===== config.mk =====
export PLATFORM = sky130hd
export DESIGN_NAME = custom_apb_lcd_fifo
export DESIGN_NICKNAME = d
export VERILOG_FILES = /design/src/rtl/custom_apb_lcd_fifo.sv
export SDC_FILE = /design/constraint.sdc
export NUM_CORES = 1
export LEC_CHECK = 0
export CAP_MARGIN = 15
export CORE_MARGIN = 2
export CORE_UTILIZATION = 35
export CTS_BUF_LIST = sky130_fd_sc_hd__clkbuf_8
export DETAILED_ROUTE_END_ITERATION = 16
export GPL_ROUTABILITY_DRIVEN = 0
export GPL_TIMING_DRIVEN = 0
export PLACE_DENSITY = 0.54
export SLEW_MARGIN = 10
export SYNTH_ARGS = -nofsm -noshare
export SYNTH_HDL_FRONTEND = slang
export SYNTH_SLANG_ARGS = --single-unit

===== constraint.sdc =====
create_clock -name PCLK -period 6.1 [get_ports PCLK]
set_clock_uncertainty 0.05 [all_clocks]
set_input_delay 1.22 -clock PCLK [delete_from_list [all_inputs] [get_ports PCLK]]
set_output_delay 1.22 -clock PCLK [all_outputs]
set_load 0.02 [all_outputs]

===== src/rtl/custom_apb_lcd_fifo.sv =====
// rtl/custom_apb_lcd_fifo.sv - APB3 slave that queues LCD command/data words and replays
// them on an 8080-style write bus with programmable WR low/high timing.
module custom_apb_lcd_fifo #(
  parameter int ADDRWIDTH  = 12,
  parameter int DATA_WIDTH = 16,
  parameter int FIFO_DEPTH = 8,
  parameter int CNT_WIDTH  = 8
) (
  input  logic                  PCLK,
  input  logic                  PRESET,
  input  logic                  PSEL,
  input  logic [ADDRWIDTH-1:0]  PADDR,
  input  logic                  PENABLE,
  input  logic                  PWRITE,
  input  logic [31:0]           PWDATA,
  input  logic [3:0]            ECOREVNUM,
  output logic [31:0]           PRDATA,
  output logic                  PREADY,
  output logic                  PSLVERR,
  output logic                  LCD_CS,
  output logic                  LCD_RS,
  output logic                  LCD_WR,
  output logic                  LCD_RD,
  output logic                  LCD_RST,
  output logic                  LCD_BL_CTR,
  output logic [DATA_WIDTH-1:0] LCD_DATA
);

  localparam int AW  = $clog2(FIFO_DEPTH);
  localparam int LW  = AW + 1;
  localparam int EW  = DATA_WIDTH + 1;
  localparam int WAW = ADDRWIDTH - 2;

  localparam logic [WAW-1:0] A_CTRL   = WAW'(0);
  localparam logic [WAW-1:0] A_TIMING = WAW'(1);
  localparam logic [WAW-1:0] A_CMD    = WAW'(2);
  localparam logic [WAW-1:0] A_DATA   = WAW'(3);
  localparam logic [WAW-1:0] A_STATUS = WAW'(4);
  localparam logic [WAW-1:0] A_ID     = WAW'(5);

  typedef enum logic [1:0] {S_IDLE, S_LOW, S_HIGH} state_t;

  state_t                state_q, state_d;
  logic [CNT_WIDTH-1:0]  cnt_q, cnt_d;
  logic                  cs_q, cs_d;
  logic                  rs_q, rs_d;
  logic                  wr_q, wr_d;
  logic [DATA_WIDTH-1:0] data_q, data_d;
  logic                  en_q, en_d;
  logic                  rst_q, rst_d;
  logic                  bl_q, bl_d;
  logic                  flush_q, flush_d;
  logic [CNT_WIDTH-1:0]  low_q, low_d;
  logic [CNT_WIDTH-1:0]  high_q, high_d;
  logic [AW-1:0]         wptr_q, wptr_d;
  logic [AW-1:0]         rptr_q, rptr_d;
  logic [LW-1:0]         level_q, level_d;
  logic [EW-1:0]         mem_q [FIFO_DEPTH];

  logic [WAW-1:0] word_addr;
  logic           apb_wr_phase;
  logic           is_push_addr;
  logic           full;
  logic           empty;
  logic           avail;
  logic           wr_en;
  logic           push;
  logic           pop;
  logic [EW-1:0]  push_entry;
  logic [EW-1:0]  head;
  logic           unused_bits;

  assign word_addr    = PADDR[ADDRWIDTH-1:2];
  assign apb_wr_phase = PSEL & PENABLE & PWRITE;
  assign is_push_addr = (word_addr == A_CMD) | (word_addr == A_DATA);
  assign full         = (level_q == LW'(FIFO_DEPTH));
  assign empty        = (level_q == '0);
  // A pending flush hides the FIFO contents so neither the FSM nor a push can slip past it.
  assign avail        = ~empty & ~flush_q;
  assign PREADY       = ~(apb_wr_phase & is_push_addr & full);
  assign wr_en        = apb_wr_phase & PREADY;
  assign push         = wr_en & is_push_addr & ~flush_q;
  assign push_entry   = {word_addr == A_DATA, PWDATA[DATA_WIDTH-1:0]};
  assign head         = mem_q[rptr_q];
  assign unused_bits  = ^{PADDR[1:0], PWDATA};

  assign PSLVERR    = 1'b0;
  assign LCD_RD     = 1'b1;
  assign LCD_CS     = cs_q;
  assign LCD_RS     = rs_q;
  assign LCD_WR     = wr_q;
  assign LCD_DATA   = data_q;
  assign LCD_RST    = rst_q;
  assign LCD_BL_CTR = bl_q;

  always_comb begin
    state_d = state_q;
    cnt_d   = cnt_q;
    cs_d    = cs_q;
    wr_d    = wr_q;
    rs_d    = rs_q;
    data_d  = data_q;
    pop     = 1'b0;
    case (state_q)
      S_IDLE: begin
        if (en_q & avail) begin
          pop     = 1'b1;
          rs_d    = head[EW-1];
          data_d  = head[DATA_WIDTH-1:0];
          cs_d    = 1'b0;
          wr_d    = 1'b0;
          cnt_d   = low_q;
          state_d = S_LOW;
        end else begin
          cs_d = 1'b1;
          wr_d = 1'b1;
        end
      end
      S_LOW: begin
        if (cnt_q != '0) begin
          cnt_d = cnt_q - CNT_WIDTH'(1);
        end else begin
          wr_d    = 1'b1;
          cnt_d   = high_q;
          state_d = S_HIGH;
        end
      end
      S_HIGH: begin
        if (cnt_q != '0) begin
          cnt_d = cnt_q - CNT_WIDTH'(1);
        end else if (en_q & avail) begin
          // Back-to-back burst: CS stays low and the next word goes straight to LOW.
          pop     = 1'b1;
          rs_d    = head[EW-1];
          data_d  = head[DATA_WIDTH-1:0];
          wr_d    = 1'b0;
          cnt_d   = low_q;
          state_d = S_LOW;
        end else begin
          cs_d    = 1'b1;
          state_d = S_IDLE;
        end
      end
      default: state_d = S_IDLE;
    endcase
  end

  always_comb begin
    en_d    = en_q;
    rst_d   = rst_q;
    bl_d    = bl_q;
    flush_d = 1'b0;
    low_d   = low_q;
    high_d  = high_q;
    if (wr_en && word_addr == A_CTRL) begin
      en_d    = PWDATA[0];
      rst_d   = PWDATA[1];
      bl_d    = PWDATA[2];
      flush_d = PWDATA[3];
    end
    if (wr_en && word_addr == A_TIMING) begin
      low_d  = PWDATA[CNT_WIDTH-1:0];
      high_d = PWDATA[16+CNT_WIDTH-1:16];
    end
  end

  always_comb begin
    wptr_d  = wptr_q;
    rptr_d  = rptr_q;
    level_d = level_q;
    if (flush_q) begin
      wptr_d  = '0;
      rptr_d  = '0;
      level_d = '0;
    end else begin
      if (push) wptr_d = wptr_q + AW'(1);
      if (pop)  rptr_d = rptr_q + AW'(1);
      case ({push, pop})
        2'b10:   level_d = level_q + LW'(1);
        2'b01:   level_d = level_q - LW'(1);
        default: level_d = level_q;
      endcase
    end
  end

  always_comb begin
    PRDATA = '0;
    if (PSEL & ~PWRITE) begin
      case (word_addr)
        A_CTRL:   PRDATA = {29'b0, bl_q, rst_q, en_q};
        A_TIMING: PRDATA = 32'(low_q) | (32'(high_q) << 16);
        A_STATUS: PRDATA = {16'b0, 8'(level_q), 5'b0, full, empty, state_q != S_IDLE};
        A_ID:     PRDATA = 32'h4C43_4410 | {28'b0, ECOREVNUM};
        default:  PRDATA = '0;
      endcase
    end
  end

  always_ff @(posedge PCLK) begin
    if (PRESET) begin
      state_q <= S_IDLE;
      cnt_q   <= '0;
      cs_q    <= 1'b1;
      rs_q    <= 1'b1;
      wr_q    <= 1'b1;
      data_q  <= '0;
      en_q    <= 1'b0;
      rst_q   <= 1'b0;
      bl_q    <= 1'b0;
      flush_q <= 1'b0;
      low_q   <= CNT_WIDTH'(1);
      high_q  <= CNT_WIDTH'(1);
      wptr_q  <= '0;
      rptr_q  <= '0;
      level_q <= '0;
    end else begin
      state_q <= state_d;
      cnt_q   <= cnt_d;
      cs_q    <= cs_d;
      rs_q    <= rs_d;
      wr_q    <= wr_d;
      data_q  <= data_d;
      en_q    <= en_d;
      rst_q   <= rst_d;
      bl_q    <= bl_d;
      flush_q <= flush_d;
      low_q   <= low_d;
      high_q  <= high_d;
      wptr_q  <= wptr_d;
      rptr_q  <= rptr_d;
      level_q <= level_d;
    end
  end

  always_ff @(posedge PCLK) begin
    if (push) mem_q[wptr_q] <= push_entry;
  end

endmodule


Word-level counts from Yosys, hierarchy flattened
Memories as Yosys holds them, arrays and structs flattened. A register that Yosys moved wholly into a read port is not among the register bits.
Cells that the tools add are included.
Cells by class
  multiply operators: 0
  bitwise gates (word level): 17
  add/subtract/negate cells: 5
  equality and inequality tests: 15
  divide/modulo/power cells: 0
  reductions and logical operators: 16
  magnitude comparators: 0
  shifts and indexed selects: 0
  multiplexer cells: 33
Operators by type and width (number)
  $pmux 31 s4: 1
  $mux 16: 2
  $pmux 16 s2: 1
  $mux 31: 1
  $mux 8: 3
  $or 8x24->24: 1
  $pmux 8 s3: 1
  $eq 10x2->1 const B: 2
  $eq 10x3->1 const B: 2
  $mux 1: 13
  $and 1x1->1: 10
  $eq 10x1->1 const B: 1
  $logic_not 10->1: 1
  $ne 2x2->1 const B: 5
  $pmux 4 s2: 1
  $reduce_bool 8->1: 1
  $sub 8x1->8 const B: 1
  $add 3x1->3 const B: 2
  $mux 2: 3
  $mux 3: 2
  $pmux 1 s2: 3
  $pmux 2 s3: 1
  $reduce_and 3->1: 2
  $reduce_bool 2->1: 3
  other kinds (15): 23
Storage, ports and cells
  bits of input ports: 53
  output and inout port bits: 56
  bits in read-only memories: 0
  bits in writable memories: 136
  memories kept: 1
  latch bits: 0
  word-level logic and storage cells: 102
  register bits after elaboration: 59
Memory list
  mem_q: depth 8, bits a word 17, read ports 1, clocked after memory_dff 1, write ports 1, line 58  | logic [EW-1:0] mem_q [FIFO_DEPTH];

Longest topological paths before layout
Gate-level depths: netlist of run 1.
  word-level depth: 10
  mapped depth: 12
  depth with buffers taken out: 12

Least setup slack after synthesis of run 1
OpenSTA, ideal clock, no wires.
  path type: input to register
  start: in PADDR[9]
  end: mem mem_q[0][0] (netlist name), enable pin
  data required time: 5.615 ns
  buffers on the path: 1
  setup time: 0.435 ns
  slack: 1.366 ns
  stages: 5
  arrival time: 4.249 ns
  cell sequence: or4_4 -> buf_6 -> nor4_1 -> nand2_1 -> nor4_1
On the way
  cells in the longest elaborated chain, start to end: 10
  elaborated cells between the ends (all ways): 11
  classes of those cells: 2 x eq/ne; 2 x mux; 7 x bitwise
RTL lines
  from (decl): line 12  | input logic [ADDRWIDTH-1:0] PADDR,
  $eq 10x2->1: line 75  | assign is_push_addr = (word_addr == A_CMD) | (word_addr == A_DATA);
  $or 1x1->1 *: line 75
  $and 1x1->1 (2 in a row): line 80  | assign PREADY = ~(apb_wr_phase & is_push_addr & full);
  $not 1->1: line 80
  $and 1x1->1: line 81  | assign wr_en = apb_wr_phase & PREADY;
  $and 1x1->1 * (2 in a row): line 82  | assign push = wr_en & is_push_addr & ~flush_q;
  $mux 1 *: line 236  | if (push) mem_q[wptr_q] <= push_entry;
  $mux 1 (implied by the code) *: line 236
  to (decl): line 58
Every way passes the cells marked *; elsewhere a longest branch is shown, timed or not.

Worst setup path in the final report of run 1
  start: in PADDR[8]
  end: out PRDATA[30]
On the way
  cells in the longest elaborated chain, start to end: 3
  elaborated cells between the ends (all ways): 6
  classes of those cells: 3 x eq/ne; 2 x mux; 1 x reduce/logical
RTL lines
  $eq 10x3->1, or another cell as far along: line 189  | case (word_addr)
  $pmux 31 s4 *: line 189
  $mux 31 *: line 188  | if (PSEL & ~PWRITE) begin
  to (decl): line 17  | output logic [31:0] PRDATA,
Marked as above.

==> flow_summary.ini, run 1 <==
[route]
drt_iter0_markers = 352
dr.pass1.iters = 5
drt_wl_total_um = 20770
via_count = 5708
antenna_left = 0
viasPerCell = 5.256
drt-wirelength-per-cell_um = 19.12
drc = 0

[logic_synthesis]
synth_compound_area_frac = 0.1018
avgSynthCellArea_um2 = 13.85
syn-cell-area_mm2 = 0.008617
synth_warnings = 0
yosysSeqAreaShare = 0.6180
ys_ff_latch = 198
synth_simple_gate_area_frac = 0.09612
yosys.area.top_type_share = 0.4739
synth-xor-area-share = 0.004066
synth_top_family_by_area = multiplexers
synth_enable_flop_cells = 136
synth_fa_ha_area_frac = 0.01597
synth_common_cells = edfxtp_1, dfxtp_1, a21oi_1
synth_mux_area_frac = 0.1259
synthArstFlopShare = 0
synthFlopType = edfxtp_1
synth_top_area_cell = edfxtp_1
synth_cell_types = 60
synth_cells = 622
yosys-top-cells-area = edfxtp_1, dfxtp_1, mux4_2
synth.most_common_cell = edfxtp_1

[setup_path]
critPathMaxFanout = 7
crit_end = PRDATA[30]
r2r_slack_ns = 2.53
worstSetupPathType = input port to output port
end_kind = output port
critical_path_arrival_ns = 4.25
critPathLaunchType = input port
crit_start = PADDR[8]
regToRegEndpoint = level_q[2]$_SDFFE_PP0P_
worst-r2r-cell-count = 12
worst_r2r_startpoint = cnt_q[0]$_SDFFE_PP0N_
cp.required_ns = 4.83

[power_and_ir_drop]
irDropWorstVdd_uv = 111.2
power_density_mw_per_mm2 = 222.3
p_leak_nw = 3.299

[place]
post_dp_cell_area_mm2 = 0.01007
hpwlAfterDp_um = 15400
numPortBuffers = 86
placedCellCount = 1054
place_ws_ns = 0.5818

[sta]
fin_ws_ns = 0.5824
setup-violations-final = 0
worstMarginPinSlew_ns = 0.9124
hold_violations = 0
fin_crit_sh = 0.9045
maxSlewHeadroom = 0.3870
report.final.slew_viol_count = 0
max_freq_mhz = 181.2
fin_hold_ws_ns = 0.4366
rsz0062_at_grt = no
finalCriticalPeriod_ns = 5.518

[cts]
cts_tree = built
post-cts-setup-buffers = 0
cts.clk_slew.worst_paths_ns = 0.11
cts_root_buf = clkbuf_8
clockBufferDepth = 2
cts_resized = 0
cts_hold_buf = 0
cts_buffers = 17
cts.sinks = 198
clk_latency_ns = 0.47
h-tree-depth = 4

[global_route]
grt_pass1_vias = 5789
grt_first_pass_wirelength_um = 32540
track_usage = 0.1648
antenna_found_initial = 0
grt_max_degree = 20
grt_overflow = 0

[status]
status = finished, final reports clean

[hold_path]
whs_path_depth = 2
hold_path_class = flip-flop to flip-flop

[cells_and_area]
postLayoutCoreUtil = 0.4303
nets = 813
layout-drive-gt1-share = 0.1588
areaGrowthSynthToFinish_pct = 21.08
n_fill_cell = 2245
instances_no_fill = 1086
finalInstanceArea_mm2 = 0.01043
antennaDiodeCount = 0

[run]
drv_cap = 0

[die]
fp.dieH_um = 160.9
ios = 109
die_area_mm2 = 0.02589
start_util = 0.3554
die_x_um = 160.9
coreArea_mm2 = 0.02425
fp-row-count = 57
## final cells by class
| type | count | area [µm²] | share of cell area |
|---|---|---|---|
| sequential | 198 | 5325 | 0.5104 |
| buffer | 55 | 269.0 | 0.02578 |
| clock buffer | 17 | 234.0 | 0.02242 |
| timing repair buffer | 100 | 988.4 | 0.09474 |
| tap | 324 | 405.4 | 0.03885 |
| multi-input combinational | 363 | 3034 | 0.2908 |
| clock inverter | 15 | 125.1 | 0.01199 |
| inverter | 14 | 52.55 | 0.005037 |
## through the flow
stage	setup TNS, ns	total power, mW
6_report	0	2.320
5_1_grt	0	2.398
4_1_cts	0	2.339
3_5_place_dp	0	1.573
3_3_place_gp	-22.28	1.570
2_1_floorplan	0	1.517
## state kept, by name, summed over array words and instances (netlist names), 2 cells and up, named ones only
register / flops
LCD_DATA: 16
cnt_q: 8
rptr_q: 3
level_q: 4
wptr_q: 3
high_q: 8
mem_q: 136
low_q: 8
state_q: 2
## power by group
part	leakage [nW]	internal, mW	switching [mW]
combinational	1.39	0.0459	0.0640
clock	0.190	0.293	0.484
sequential	1.71	1.43	0.00142
total	3.30	1.77	0.549
## metal layers
layer  vias up  share of wire  track usage
li1       2658              -            -
met1      2859           0.46       0.2243
met2       168           0.48       0.2710
met3        23          0.048      0.02815
met4         0          0.014      0.05073
met5         -              0            0
## worst min path at each step
stage	from	end	slack, ns
3_5_place_dp	low_q[7]$_SDFFE_PP0P_	low_q[7]$_SDFFE_PP0P_	0.42
5_1_grt	high_q[2]$_SDFFE_PP0P_	high_q[2]$_SDFFE_PP0P_	0.47
2_1_floorplan	high_q[5]$_SDFFE_PP0P_	high_q[5]$_SDFFE_PP0P_	0.39
4_1_cts	low_q[7]$_SDFFE_PP0P_	low_q[7]$_SDFFE_PP0P_	0.44
6_report	low_q[7]$_SDFFE_PP0P_	low_q[7]$_SDFFE_PP0P_	0.44
3_3_place_gp	high_q[5]$_SDFFE_PP0P_	high_q[5]$_SDFFE_PP0P_	0.41
## critical path: stages
cell and delay, ns:
clkdlybuf4s50_1 0.42, or4_4 0.51, buf_6 0.15, or4_1 0.59, nor3b_2 0.38, and2_1 0.25, buf_4 0.12, clkdlybuf4s50_1 0.60
## logic make-up (layout without fill, tap and decap cells)
logic type | after synthesis | after routing
and+or+nand+nor | 144 | 144
muxes | 62 | 62
DFF | 198 | 198
other | 2 | 10
xor gates and xnor gates | 4 | 4
buffers and inverters | 69 | 201
AOI/OAI and AO/OA | 132 | 132
adders and majority gates | 11 | 11
## placed cells by master, fill, tap and decap left out, drive strengths merged, types with 4 or more instances in the layout
cell type and count:
clkinv 6, o21ai 17, ha 11, nand2 43, mux4 37, nor4 5
mux2i 24, buf 36, or3 8, clkdlybuf4s50 86, a311oi 16, or4 8
a21oi 50, and4b 4, dfxtp 62, o31ai 5, a31oi 8, a221oi 6
xor2 4, a21o 7, nand3 11, edfxtp 136, clkbuf 50, conb 10
nor3 11, o21a 4, nand2b 5, inv 22, nor2 16, and2 15
Power figures use the tool's default switching activity.
==> run 2, diff against run 1 <==
--- a/config.mk
+++ b/config.mk
@@ -9,6 +9,7 @@
 export CORE_MARGIN = 2
 export CORE_UTILIZATION = 35
 export CTS_BUF_LIST = sky130_fd_sc_hd__clkbuf_8
+export CTS_CLUSTER_DIAMETER = 150
 export DETAILED_ROUTE_END_ITERATION = 16
 export GPL_ROUTABILITY_DRIVEN = 0
 export GPL_TIMING_DRIVEN = 0
==> results of run 2 <==
Same layout as run 1: the final DEF is identical, and so are final timing and power.
